===== src/rtl/cpudefs.sv =====
// cpudefs -- RV32I constants shared by the decode stage and the ALU.
//   ALUOP_*  : 3-bit ALU operation codes (AluOpAlt selects SUB / SRA).
//   OPC_*    : 7-bit major opcodes handled by the decoder.
//   FUNCT7_* : funct7 values accepted for OP / shift-immediate instructions.
package cpudefs;

   localparam logic [2:0] ALUOP_ADD  = 3'b000;
   localparam logic [2:0] ALUOP_SLL  = 3'b001;
   localparam logic [2:0] ALUOP_SLT  = 3'b010;
   localparam logic [2:0] ALUOP_SLTU = 3'b011;
   localparam logic [2:0] ALUOP_XOR  = 3'b100;
   localparam logic [2:0] ALUOP_SRL  = 3'b101;
   localparam logic [2:0] ALUOP_OR   = 3'b110;
   localparam logic [2:0] ALUOP_AND  = 3'b111;

   localparam logic [6:0] OPC_LOAD   = 7'b0000011;
   localparam logic [6:0] OPC_OP_IMM = 7'b0010011;
   localparam logic [6:0] OPC_AUIPC  = 7'b0010111;
   localparam logic [6:0] OPC_STORE  = 7'b0100011;
   localparam logic [6:0] OPC_OP     = 7'b0110011;
   localparam logic [6:0] OPC_LUI    = 7'b0110111;
   localparam logic [6:0] OPC_BRANCH = 7'b1100011;
   localparam logic [6:0] OPC_JALR   = 7'b1100111;
   localparam logic [6:0] OPC_JAL    = 7'b1101111;

   localparam logic [6:0] FUNCT7_BASE = 7'b0000000;
   localparam logic [6:0] FUNCT7_ALT  = 7'b0100000;

endpackage


===== src/rtl/decode_stage_pkg.sv =====
// decode_stage_pkg -- types used inside the decode stage.
//   imm_fmt_e       : immediate format selector fed to imm_gen.
//   decode_bundle_t : the registered decoded bundle presented to execute.
package decode_stage_pkg;

   typedef enum logic [2:0] {
      ImmNone,
      ImmI,
      ImmShamt,
      ImmS,
      ImmB,
      ImmU,
      ImmJ
   } imm_fmt_e;

   typedef struct packed {
      logic [31:0] pc;
      logic [2:0]  alu_op;
      logic        alu_op_alt;
      logic [4:0]  rs1;
      logic [4:0]  rs2;
      logic [4:0]  rd;
      logic [31:0] immediate;
      logic        use_immediate;
      logic        reg_write;
      logic        mem_read;
      logic        mem_write;
      logic        branch;
      logic        jump;
      logic [2:0]  branch_cond;
      logic        illegal;
   } decode_bundle_t;

endpackage


===== src/rtl/decode_stage_if.sv =====
// decode_stage_if -- fetch-side and execute-side signals of the decode stage.
//   slave  : view of the decode stage (samples i_*, drives o_*).
//   master : view of the surrounding pipeline (drives i_*, samples o_*).
// Fetch side : i_InValid, o_InReady, i_Instruction, i_PC, i_Flush.
// Execute side: o_OutValid, i_OutReady and the decoded bundle o_*.
interface decode_stage_if;

   logic        i_InValid;
   logic        o_InReady;
   logic [31:0] i_Instruction;
   logic [31:0] i_PC;
   logic        i_Flush;

   logic        o_OutValid;
   logic        i_OutReady;
   logic [31:0] o_PC;
   logic [2:0]  o_AluOp;
   logic        o_AluOpAlt;
   logic [4:0]  o_Rs1;
   logic [4:0]  o_Rs2;
   logic [4:0]  o_Rd;
   logic [31:0] o_Immediate;
   logic        o_UseImmediate;
   logic        o_RegWrite;
   logic        o_MemRead;
   logic        o_MemWrite;
   logic        o_Branch;
   logic        o_Jump;
   logic [2:0]  o_BranchCond;
   logic        o_Illegal;

   modport slave (
      input  i_InValid, i_Instruction, i_PC, i_Flush, i_OutReady,
      output o_InReady, o_OutValid, o_PC, o_AluOp, o_AluOpAlt, o_Rs1, o_Rs2, o_Rd,
             o_Immediate, o_UseImmediate, o_RegWrite, o_MemRead, o_MemWrite, o_Branch,
             o_Jump, o_BranchCond, o_Illegal
   );

   modport master (
      output i_InValid, i_Instruction, i_PC, i_Flush, i_OutReady,
      input  o_InReady, o_OutValid, o_PC, o_AluOp, o_AluOpAlt, o_Rs1, o_Rs2, o_Rd,
             o_Immediate, o_UseImmediate, o_RegWrite, o_MemRead, o_MemWrite, o_Branch,
             o_Jump, o_BranchCond, o_Illegal
   );

endinterface


===== src/rtl/imm_gen.sv =====
// imm_gen -- combinational RV32I immediate extraction.
//   i_Instruction : 32-bit instruction word.
//   i_Format      : immediate format (ImmNone yields zero).
//   o_Immediate   : sign-extended 32-bit immediate (shamt is zero-extended).
module imm_gen
   import decode_stage_pkg::*;
(
   input  logic [31:0] i_Instruction,
   input  imm_fmt_e    i_Format,
   output logic [31:0] o_Immediate
);

   // Opcode bits never carry immediate data.
   logic w_unused;
   assign w_unused = ^i_Instruction[6:0];

   always_comb begin
      o_Immediate = '0;
      case (i_Format)
         ImmI:     o_Immediate = {{20{i_Instruction[31]}}, i_Instruction[31:20]};
         ImmShamt: o_Immediate = {27'b0, i_Instruction[24:20]};
         ImmS:     o_Immediate = {{20{i_Instruction[31]}}, i_Instruction[31:25],
                                  i_Instruction[11:7]};
         ImmB:     o_Immediate = {{19{i_Instruction[31]}}, i_Instruction[31], i_Instruction[7],
                                  i_Instruction[30:25], i_Instruction[11:8], 1'b0};
         ImmU:     o_Immediate = {i_Instruction[31:12], 12'b0};
         ImmJ:     o_Immediate = {{11{i_Instruction[31]}}, i_Instruction[31],
                                  i_Instruction[19:12], i_Instruction[20],
                                  i_Instruction[30:21], 1'b0};
         default:  o_Immediate = '0;
      endcase
   end

endmodule


===== src/rtl/decode_stage.sv =====
// decode_stage -- RV32I decode pipeline stage with valid/ready handshake.
//   i_Clock : clock, rising edge.
//   i_Reset : synchronous active-high reset; drops any held bundle.
//   io_Pipe : decode_stage_if.slave -- fetch input handshake, flush, and the
//             registered decoded bundle with its output handshake.
// Latency is one cycle; accept and consume in the same cycle give full throughput.
module decode_stage
   import cpudefs::*;
   import decode_stage_pkg::*;
(
   input  logic          i_Clock,
   input  logic          i_Reset,
   decode_stage_if.slave io_Pipe
);

   logic           r_OutValid;
   decode_bundle_t r_Bundle;

   logic           w_InReady;
   logic           w_Accept;
   logic [6:0]     w_Opcode;
   logic [2:0]     w_Funct3;
   logic [6:0]     w_Funct7;
   logic           w_Illegal;
   imm_fmt_e       w_Format;
   logic [31:0]    w_Imm;
   decode_bundle_t w_Ctrl;
   decode_bundle_t w_Decoded;

   assign w_InReady = !r_OutValid || io_Pipe.i_OutReady;
   // Flush is not folded in here; it wins by priority in the register process.
   assign w_Accept  = io_Pipe.i_InValid && w_InReady;

   assign w_Opcode  = io_Pipe.i_Instruction[6:0];
   assign w_Funct3  = io_Pipe.i_Instruction[14:12];
   assign w_Funct7  = io_Pipe.i_Instruction[31:25];

   imm_gen u_imm_gen (
      .i_Instruction (io_Pipe.i_Instruction),
      .i_Format      (w_Format),
      .o_Immediate   (w_Imm)
   );

   always_comb begin
      w_Ctrl        = '0;
      w_Format      = ImmNone;
      w_Illegal     = 1'b0;
      w_Ctrl.pc     = io_Pipe.i_PC;
      w_Ctrl.rs1    = io_Pipe.i_Instruction[19:15];
      w_Ctrl.rs2    = io_Pipe.i_Instruction[24:20];
      w_Ctrl.rd     = io_Pipe.i_Instruction[11:7];
      w_Ctrl.alu_op = ALUOP_ADD;
      case (w_Opcode)
         OPC_OP_IMM: begin
            w_Ctrl.alu_op        = w_Funct3;
            w_Ctrl.use_immediate = 1'b1;
            w_Ctrl.reg_write     = 1'b1;
            if (w_Funct3 == ALUOP_SLL) begin
               w_Format  = ImmShamt;
               w_Illegal = (w_Funct7 != FUNCT7_BASE);
            end else if (w_Funct3 == ALUOP_SRL) begin
               w_Format          = ImmShamt;
               w_Ctrl.alu_op_alt = io_Pipe.i_Instruction[30];
               w_Illegal         = (w_Funct7 != FUNCT7_BASE) && (w_Funct7 != FUNCT7_ALT);
            end else begin
               w_Format = ImmI;
            end
         end
         OPC_OP: begin
            w_Ctrl.alu_op    = w_Funct3;
            w_Ctrl.reg_write = 1'b1;
            if ((w_Funct3 == ALUOP_ADD) || (w_Funct3 == ALUOP_SRL)) begin
               w_Ctrl.alu_op_alt = io_Pipe.i_Instruction[30];
               w_Illegal         = (w_Funct7 != FUNCT7_BASE) && (w_Funct7 != FUNCT7_ALT);
            end else begin
               w_Illegal = (w_Funct7 != FUNCT7_BASE);
            end
         end
         OPC_LOAD: begin
            w_Format             = ImmI;
            w_Ctrl.use_immediate = 1'b1;
            w_Ctrl.mem_read      = 1'b1;
            w_Ctrl.reg_write     = 1'b1;
         end
         OPC_STORE: begin
            w_Format             = ImmS;
            w_Ctrl.use_immediate = 1'b1;
            w_Ctrl.mem_write     = 1'b1;
         end
         OPC_BRANCH: begin
            w_Format           = ImmB;
            w_Ctrl.branch      = 1'b1;
            w_Ctrl.branch_cond = w_Funct3;
            case (w_Funct3)
               3'b000, 3'b001: w_Ctrl.alu_op_alt = 1'b1;
               3'b100, 3'b101: w_Ctrl.alu_op     = ALUOP_SLT;
               3'b110, 3'b111: w_Ctrl.alu_op     = ALUOP_SLTU;
               default:        w_Illegal         = 1'b1;
            endcase
         end
         OPC_LUI, OPC_AUIPC: begin
            w_Format             = ImmU;
            w_Ctrl.use_immediate = 1'b1;
            w_Ctrl.reg_write     = 1'b1;
         end
         OPC_JAL, OPC_JALR: begin
            w_Format             = (w_Opcode == OPC_JAL) ? ImmJ : ImmI;
            w_Ctrl.use_immediate = 1'b1;
            w_Ctrl.reg_write     = 1'b1;
            w_Ctrl.jump          = 1'b1;
         end
         default: w_Illegal = 1'b1;
      endcase
      if (io_Pipe.i_Instruction[1:0] != 2'b11) begin
         w_Illegal = 1'b1;
      end
      // An illegal instruction must have no architectural side effects.
      if (w_Illegal) begin
         w_Ctrl.reg_write = 1'b0;
         w_Ctrl.mem_read  = 1'b0;
         w_Ctrl.mem_write = 1'b0;
         w_Ctrl.branch    = 1'b0;
         w_Ctrl.jump      = 1'b0;
      end
      if (w_Ctrl.rd == 5'd0) begin
         w_Ctrl.reg_write = 1'b0;
      end
      w_Ctrl.illegal = w_Illegal;
   end

   // Kept separate from the decoder so the format -> imm_gen -> bundle path is not a loop.
   always_comb begin
      w_Decoded           = w_Ctrl;
      w_Decoded.immediate = w_Imm;
   end

   always_ff @(posedge i_Clock) begin
      if (i_Reset) begin
         r_OutValid <= 1'b0;
         r_Bundle   <= '0;
      end else if (io_Pipe.i_Flush) begin
         r_OutValid <= 1'b0;
      end else if (w_Accept) begin
         r_OutValid <= 1'b1;
         r_Bundle   <= w_Decoded;
      end else if (io_Pipe.i_OutReady) begin
         r_OutValid <= 1'b0;
      end
   end

   assign io_Pipe.o_InReady      = w_InReady;
   assign io_Pipe.o_OutValid     = r_OutValid;
   assign io_Pipe.o_PC           = r_Bundle.pc;
   assign io_Pipe.o_AluOp        = r_Bundle.alu_op;
   assign io_Pipe.o_AluOpAlt     = r_Bundle.alu_op_alt;
   assign io_Pipe.o_Rs1          = r_Bundle.rs1;
   assign io_Pipe.o_Rs2          = r_Bundle.rs2;
   assign io_Pipe.o_Rd           = r_Bundle.rd;
   assign io_Pipe.o_Immediate    = r_Bundle.immediate;
   assign io_Pipe.o_UseImmediate = r_Bundle.use_immediate;
   assign io_Pipe.o_RegWrite     = r_Bundle.reg_write;
   assign io_Pipe.o_MemRead      = r_Bundle.mem_read;
   assign io_Pipe.o_MemWrite     = r_Bundle.mem_write;
   assign io_Pipe.o_Branch       = r_Bundle.branch;
   assign io_Pipe.o_Jump         = r_Bundle.jump;
   assign io_Pipe.o_BranchCond   = r_Bundle.branch_cond;
   assign io_Pipe.o_Illegal      = r_Bundle.illegal;

endmodule

===== src/flat_wrapper.sv =====
// flat-port wrapper written by rule: the top's interface ports become plain ports
module decode_stage_flat import cpudefs::*; import decode_stage_pkg::*;
  (i_Clock, i_Reset, io_Pipe_i_InValid, io_Pipe_i_Instruction, io_Pipe_i_PC, io_Pipe_i_Flush, io_Pipe_i_OutReady, io_Pipe_o_InReady, io_Pipe_o_OutValid, io_Pipe_o_PC, io_Pipe_o_AluOp, io_Pipe_o_AluOpAlt, io_Pipe_o_Rs1, io_Pipe_o_Rs2, io_Pipe_o_Rd, io_Pipe_o_Immediate, io_Pipe_o_UseImmediate, io_Pipe_o_RegWrite, io_Pipe_o_MemRead, io_Pipe_o_MemWrite, io_Pipe_o_Branch, io_Pipe_o_Jump, io_Pipe_o_BranchCond, io_Pipe_o_Illegal);
  decode_stage_if io_Pipe_i ();
  input  logic i_Clock;
  input  logic i_Reset;
  input wire logic [$bits(io_Pipe_i.i_InValid)-1:0] io_Pipe_i_InValid;
  input wire logic [$bits(io_Pipe_i.i_Instruction)-1:0] io_Pipe_i_Instruction;
  input wire logic [$bits(io_Pipe_i.i_PC)-1:0] io_Pipe_i_PC;
  input wire logic [$bits(io_Pipe_i.i_Flush)-1:0] io_Pipe_i_Flush;
  input wire logic [$bits(io_Pipe_i.i_OutReady)-1:0] io_Pipe_i_OutReady;
  output wire logic [$bits(io_Pipe_i.o_InReady)-1:0] io_Pipe_o_InReady;
  output wire logic [$bits(io_Pipe_i.o_OutValid)-1:0] io_Pipe_o_OutValid;
  output wire logic [$bits(io_Pipe_i.o_PC)-1:0] io_Pipe_o_PC;
  output wire logic [$bits(io_Pipe_i.o_AluOp)-1:0] io_Pipe_o_AluOp;
  output wire logic [$bits(io_Pipe_i.o_AluOpAlt)-1:0] io_Pipe_o_AluOpAlt;
  output wire logic [$bits(io_Pipe_i.o_Rs1)-1:0] io_Pipe_o_Rs1;
  output wire logic [$bits(io_Pipe_i.o_Rs2)-1:0] io_Pipe_o_Rs2;
  output wire logic [$bits(io_Pipe_i.o_Rd)-1:0] io_Pipe_o_Rd;
  output wire logic [$bits(io_Pipe_i.o_Immediate)-1:0] io_Pipe_o_Immediate;
  output wire logic [$bits(io_Pipe_i.o_UseImmediate)-1:0] io_Pipe_o_UseImmediate;
  output wire logic [$bits(io_Pipe_i.o_RegWrite)-1:0] io_Pipe_o_RegWrite;
  output wire logic [$bits(io_Pipe_i.o_MemRead)-1:0] io_Pipe_o_MemRead;
  output wire logic [$bits(io_Pipe_i.o_MemWrite)-1:0] io_Pipe_o_MemWrite;
  output wire logic [$bits(io_Pipe_i.o_Branch)-1:0] io_Pipe_o_Branch;
  output wire logic [$bits(io_Pipe_i.o_Jump)-1:0] io_Pipe_o_Jump;
  output wire logic [$bits(io_Pipe_i.o_BranchCond)-1:0] io_Pipe_o_BranchCond;
  output wire logic [$bits(io_Pipe_i.o_Illegal)-1:0] io_Pipe_o_Illegal;
  assign io_Pipe_i.i_InValid = io_Pipe_i_InValid;
  assign io_Pipe_i.i_Instruction = io_Pipe_i_Instruction;
  assign io_Pipe_i.i_PC = io_Pipe_i_PC;
  assign io_Pipe_i.i_Flush = io_Pipe_i_Flush;
  assign io_Pipe_i.i_OutReady = io_Pipe_i_OutReady;
  assign io_Pipe_o_InReady = io_Pipe_i.o_InReady;
  assign io_Pipe_o_OutValid = io_Pipe_i.o_OutValid;
  assign io_Pipe_o_PC = io_Pipe_i.o_PC;
  assign io_Pipe_o_AluOp = io_Pipe_i.o_AluOp;
  assign io_Pipe_o_AluOpAlt = io_Pipe_i.o_AluOpAlt;
  assign io_Pipe_o_Rs1 = io_Pipe_i.o_Rs1;
  assign io_Pipe_o_Rs2 = io_Pipe_i.o_Rs2;
  assign io_Pipe_o_Rd = io_Pipe_i.o_Rd;
  assign io_Pipe_o_Immediate = io_Pipe_i.o_Immediate;
  assign io_Pipe_o_UseImmediate = io_Pipe_i.o_UseImmediate;
  assign io_Pipe_o_RegWrite = io_Pipe_i.o_RegWrite;
  assign io_Pipe_o_MemRead = io_Pipe_i.o_MemRead;
  assign io_Pipe_o_MemWrite = io_Pipe_i.o_MemWrite;
  assign io_Pipe_o_Branch = io_Pipe_i.o_Branch;
  assign io_Pipe_o_Jump = io_Pipe_i.o_Jump;
  assign io_Pipe_o_BranchCond = io_Pipe_i.o_BranchCond;
  assign io_Pipe_o_Illegal = io_Pipe_i.o_Illegal;
  decode_stage u_core (.i_Clock(i_Clock), .i_Reset(i_Reset), .io_Pipe(io_Pipe_i));
endmodule

===== config.mk =====
export PLATFORM = sky130hd
export DESIGN_NAME = decode_stage_flat
export DESIGN_NICKNAME = d
export VERILOG_FILES = /design/src/rtl/cpudefs.sv /design/src/rtl/decode_stage_pkg.sv /design/src/rtl/decode_stage_if.sv /design/src/rtl/imm_gen.sv /design/src/rtl/decode_stage.sv /design/src/flat_wrapper.sv
export SDC_FILE = /design/constraint.sdc
export NUM_CORES = 1
export LEC_CHECK = 0
export CORE_ASPECT_RATIO = 2
export CORE_MARGIN = 5
export CORE_UTILIZATION = 25
export DETAILED_ROUTE_END_ITERATION = 12
export PLACE_DENSITY = 0.57
export SYNTH_ARGS = -nofsm -noshare
export SYNTH_HDL_FRONTEND = slang
export SYNTH_SLANG_ARGS = --single-unit

===== constraint.sdc =====
create_clock -name i_Clock -period 2.7 [get_ports i_Clock]
set_input_delay 0.81 -clock i_Clock [delete_from_list [all_inputs] [get_ports i_Clock]]
set_output_delay 0.81 -clock i_Clock [all_outputs]
set_load 0.01 [all_outputs]

# Word level (Yosys, flattened, before mapping)
# Cells that the tools add are included.
[totals] register_bits=94 latch_bits=0 ramBits=0 romBits=0 inputBits=69 out_inout_bits=95 elab_cells=87 mem_count=0
[classes] add_sub_neg=0 multipliers=0 div=0 order_cmp=0 eq_ne=22 shift=0 n_mux=28 bitwise=1 n_reduce_logical=20
[ops] operator="$pmux 32 s6" n=1
[ops] operator="$eq 3x3->1 const B" n=7
[ops] operator="$eq 7x6->1 const B" n=3
[ops] operator="$eq 7x7->1 const B" n=3
[ops] operator="$mux 1" n=18
[ops] operator="$pmux 3 s6" n=1
[ops] operator="$eq 7x5->1 const B" n=2
[ops] operator="$reduce_or 7->1" n=2
[ops] operator="$pmux 4 s3" n=1
[ops] operator="$reduce_or 2->1" n=6
[ops] operator="$reduce_or 6->1" n=2
[ops] operator="$eq 7x2->1 const B" n=1
[ops] operator="$ne 7x6->1 const B" n=1
[ops] operator="$reduce_bool 7->1" n=1
[ops] operator="$eq 3x1->1 const B" n=2
[ops] operator="$eq 3x2->1 const B" n=2
[ops] operator="$mux 3" n=2
[ops] operator="$logic_not 5->1" n=1
[ops] operator="$mux 5" n=1
[ops] operator="$mux 2" n=2
[ops] operator="$pmux 1 s4" n=1
[ops] operator="$pmux 2 s2" n=1
[ops] operator="$logic_not 3->1" n=1
[ops] operator="$logic_and 1x1->1" n=2
[ops] operator="6 further kinds" n=7

# Longest topological paths before layout
[logic_depth] depth_word=8 depth_mapped=7 ltp_nobuf=6

# Modules after synthesis
# Synthesis repeated with hierarchy kept, for this count alone.
[unflattened] cells_unflattened=553 area_unflattened_um2=4489.3
[by_module_without_submodules] module="decode_stage" instances=1 cells_each=459 area_each_um2=3766.1 seq_area_each_um2=1881.8
[by_module_without_submodules] module="imm_gen" instances=1 cells_each=94 area_each_um2=723.2 seq_area_each_um2=0.0

# Worst setup path before layout
# No wires, ideal clock.
[synth_path] path_type="input -> register" start="input port io_Pipe_i_Instruction[5]" end="register u_core.r_Bundle (netlist bit u_core.io_Pipe.o_Immediate[31])" setup_time_ps=84 t_arrival_ps=2224 t_required_ps=2616 path_slack_ps=392 cell_stages=6 path_buffers=2 path_cell_list="buf_2 or2_2 o22ai_1 o311ai_1 buf_2 o31ai_2"
[synth_via] elab_chain_cells=5 word_cells_on_any_way=19 classes_between="eq/ne (14); mux (3); reduce/logical (2)"
[synth_lines] item="start: declaration" line_no="flat_wrapper.sv:8" source="input wire logic [$bits(io_Pipe_i.i_Instruction)-1:0] io_Pipe_i_Instruction;"
[synth_lines] item="$eq 7x7->1, or another cell as far along" line_no="decode_stage.sv:53, decode_stage.sv:107"
[synth_lines] item="$mux 3 or $reduce_or 2->1 (tied branches)"
[synth_lines] item="$pmux 3 s6 *" line_no="decode_stage.sv:53" source="case (w_Opcode)"
[synth_lines] item="$eq 3x3->1, or another cell as far along" line_no="imm_gen.sv:19" source="case (i_Format)"
[synth_lines] item="$pmux 32 s6 *" line_no="imm_gen.sv:19"
[synth_lines] item="end signal: assignment" line_no="decode_stage.sv:145" source="r_Bundle <= w_Decoded;"
[synth_lines] item="end: declaration" line_no="decode_stage.sv:17" source="decode_bundle_t r_Bundle;"
# Every way passes the cells marked *; elsewhere a longest branch is shown, timed or not.
# A chain may end at the register's enable or synchronous reset.

# Worst setup path in the final report
[layout_path] start="input port io_Pipe_i_Instruction[5]" end="register u_core.r_Bundle (netlist bit u_core.io_Pipe.o_Immediate[8])"
# The elaborated chain is that of the path after synthesis.

==> out/results.txt <==
Outcome = complete, no violations
Max-Cap Viols = 0
Clock share of power = 40.2%
Min Clock Period, post-route = 2.543 ns
WS Path Type = in -> reg
Drt wl/cell = 16.92 um
Accumulated negative setup slack = 0 ns
Pin count of the biggest net entering global routing = 52
Clock tree from TritonCTS = done
Share of synthesized area occupied by flip-flops and latches = 50.33%
Effective utilization at floorplan = 25.36%
Number of failing setup endpoints in the final timing report = 0
Register clock-pin slew on the reported worst setup and hold paths = 0.07 ns
Routability Congestion = 0.8638
Final Total Pwr = 3193 uW
Global-route congestion overflow total = 0
Fraction of the core area covered by cells at the end of the flow = 42.56%
Worst path required time = 2.99 ns
Mean cell area of the mapped netlist = 8.163 sq um
Sequential fraction of design power = 45.3%
Longest Clk Path Bufs = 2
Switching part of the total = 25.06%
Total number of vias = 4079
Total CTS buffers = 9
Vias in the first global route = 4235
Count of flip-flops with a built-in enable after synthesis = 0
Number of detailed-route iterations in the first pass = 4
Category of the worst setup path launch point = primary input
Worst-margin pin slew = 0.5345 ns
Area of the placeable core = 0.01474 sq mm
Async S/R FF share, synth = 0%
Routed wire length = 14.50 mm
Number of buffers added to fix hold violations after cts = 0
Row count = 63
Overall Global Routing Usage = 16.68%
Peak clock frequency supported by timing = 393.2 MHz
Setup repair after global routing missed its margin = no
Data arrival time of the critical path = 2.83 ns
Antenna-violating nets left = 0
Power density relative to cell area = 509.0 mW/mm^2
Crit path capture type = register
Total leakage power = 0.002250 uW
Distinct cells, synth = 46
Commonest cells after routing, fill and taps aside = sky130_fd_sc_hd__clkdlybuf4s50_1 (161), sky130_fd_sc_hd__nand2_1 (126), sky130_fd_sc_hd__dfxtp_1 (94), sky130_fd_sc_hd__a21oi_1 (69), sky130_fd_sc_hd__buf_4 (56)
Most common cell after layout, fill and taps aside = sky130_fd_sc_hd__clkdlybuf4s50_1
Port buffer count = 163
Maximum fanout along the worst path = 7
Number of antenna violations at the first check in global routing = 0
Chip width = 96.47 um
Sink Count = 94
Worst-skew pair later-pin latency = 0.34 ns
Mean number of vias per cell = 4.760
Placed cells = 841
Max-slew headroom = 64.36%
Number of antenna cells inserted = 0
Post-synth design cell area = 0.003739 sq mm
Top Ports = 164
Total count of max-transition violations in the final report = 0
P_sw = 800.3 uW
Floorplan die area = 0.01765 sq mm
Height of the die = 182.9 um
Starting DRC count in detailed routing = 177
Final Non-Filler Cells = 857
Flop and latch count out of synthesis = 94
Worst hold path class = reg -> reg
Clock skew = 0.005256 ns
Wire length of the first global-routing pass = 22.39 mm
Synth Net Count = 527
Part of the total power dissipated in combinational logic = 14.5%
Post-route DRC violation count = 0
Dpl hpwl = 11.26 mm
Final period utilization = 94.19%
Final layout net count = 726
Synthesis-to-finish area growth = 67.80%
Total of warnings raised by yosys = 0
Share of final-layout standard cells stronger than drive strength 1 = 13.14%
Final Hold Violating Endpoints = 0
Root Driver = sky130_fd_sc_hd__clkbuf_16
Number of levels the H-tree was split into = 3
Cell count after synthesis = 458
Worst vdd rail ir drop = 0.2762 mV
Primary flip-flop cell chosen by synthesis mapping = sky130_fd_sc_hd__dfxtp_1
Internal power contribution = 2393 uW
power by group through the flow:
stage / combinational, uW / sequential (uW) / clock [uW]
after floorplan: 144 / 1500 / 0
after global placement: 461 / 1480 / 0
after detailed placement: 466 / 1480 / 0
after CTS: 467 / 1450 / 1330
after global routing: 498 / 1450 / 1390
final: 463 / 1450 / 1280
stage by stage:
| step | area [sq um] | setup WS, ns | hold WS (ns) |
|---|---|---|---|
| floorplan | 3739 | 0.3915 | 0.4761 |
| global placement | 5977 | -0.1422 | 0.4329 |
| detailed placement | 5977 | -0.1644 | 0.4455 |
| CTS | 6274 | 0.1764 | 0.4553 |
| global route | 6274 | 0.06185 | 0.4731 |
| finish | 6274 | 0.1570 | 0.4528 |
layer usage:
metal / up-vias / routed length, um / global-route usage [%]
li1: 2003 / - / -
met1: 1906 / 5200 / 17.17
met2: 142 / 7883 / 30.62
met3: 28 / 839 / 3.982
met4: 0 / 575 / 7.813
met5: - / 0 / 0
synthesized netlist by cell type, types with 4 or more instances:
cell type / number / area [sq um]
sky130_fd_sc_hd__a22o_1: 8 / 70.07
sky130_fd_sc_hd__a21oi_1: 69 / 345.3
sky130_fd_sc_hd__buf_2: 4 / 20.02
sky130_fd_sc_hd__a221oi_1: 5 / 43.79
sky130_fd_sc_hd__nand3_1: 6 / 30.03
sky130_fd_sc_hd__nor3_1: 9 / 45.04
sky130_fd_sc_hd__nand3b_1: 4 / 30.03
sky130_fd_sc_hd__nor2_1: 14 / 52.55
sky130_fd_sc_hd__o21ai_0: 27 / 135.1
sky130_fd_sc_hd__inv_1: 4 / 15.01
sky130_fd_sc_hd__buf_1: 5 / 18.77
sky130_fd_sc_hd__a22oi_1: 12 / 90.09
sky130_fd_sc_hd__clkbuf_1: 25 / 93.84
sky130_fd_sc_hd__dfxtp_1: 94 / 1882
sky130_fd_sc_hd__nand2_1: 126 / 473.0
final cells by class:
class	instances	area [sq um]
well taps	195	244.0
inverters	4	15.01
fillers	1494	8467
multi-input cells	326	1729
clock buffers	9	225.2
repair buffers	222	2106
clock inverters	7	72.57
flip-flops and latches	94	1882
state kept, by name (all words and copies together) (netlist names):
register / count
u_core.io_Pipe.o_Jump: 1
u_core.io_Pipe.o_UseImmediate: 1
u_core.io_Pipe.o_MemWrite: 1
u_core.io_Pipe.o_AluOpAlt: 1
u_core.io_Pipe.o_AluOp: 3
u_core.io_Pipe.o_Immediate: 32
u_core.io_Pipe.o_MemRead: 1
u_core.io_Pipe.o_OutValid: 1
u_core.io_Pipe.o_Rd: 5
u_core.io_Pipe.o_Branch: 1
u_core.io_Pipe.o_RegWrite: 1
u_core.io_Pipe.o_Rs1: 5
u_core.io_Pipe.o_Illegal: 1
u_core.io_Pipe.o_BranchCond: 3
u_core.io_Pipe.o_Rs2: 5
u_core.io_Pipe.o_PC: 32
worst paths after layout:
check | startpoint | end | slack, ns | depth (start not counted)
hold reg to reg | u_core.io_Pipe.o_PC[24] | u_core.io_Pipe.o_PC[24] | 0.45 | 2
hold / removal | u_core.io_Pipe.o_PC[24] | u_core.io_Pipe.o_PC[24] | 0.45 | 2
setup / recovery | io_Pipe_i_Instruction[5] | u_core.io_Pipe.o_Immediate[8] | 0.16 | 7
setup reg to reg | u_core.io_Pipe.o_OutValid | u_core.io_Pipe.o_Immediate[0] | 0.92 | 7
what timing repair did:
item	CTS	global route
endpoints found under the setup margin	1	0
gates resized for setup	1	0
buffers inserted	0	0
worst max-delay path, cell delays in order:
cell                              delay [ns]
sky130_fd_sc_hd__clkdlybuf4s50_1        0.54
sky130_fd_sc_hd__or2_2                  0.39
sky130_fd_sc_hd__o311a_1                0.33
sky130_fd_sc_hd__o211ai_2               0.16
sky130_fd_sc_hd__buf_4                  0.18
sky130_fd_sc_hd__and2b_1                0.25
sky130_fd_sc_hd__a22o_1                 0.16
cells by family (layout without fill, tap and decap cells):
group	count (synthesis)	in the layout	share of synthesized area, %
buf+inv	38	242	3.949
compound gates	144	144	24.33
simple gates	182	182	21.39
flops	94	94	50.33
Note: power is estimated with default switching activity, not from simulation.
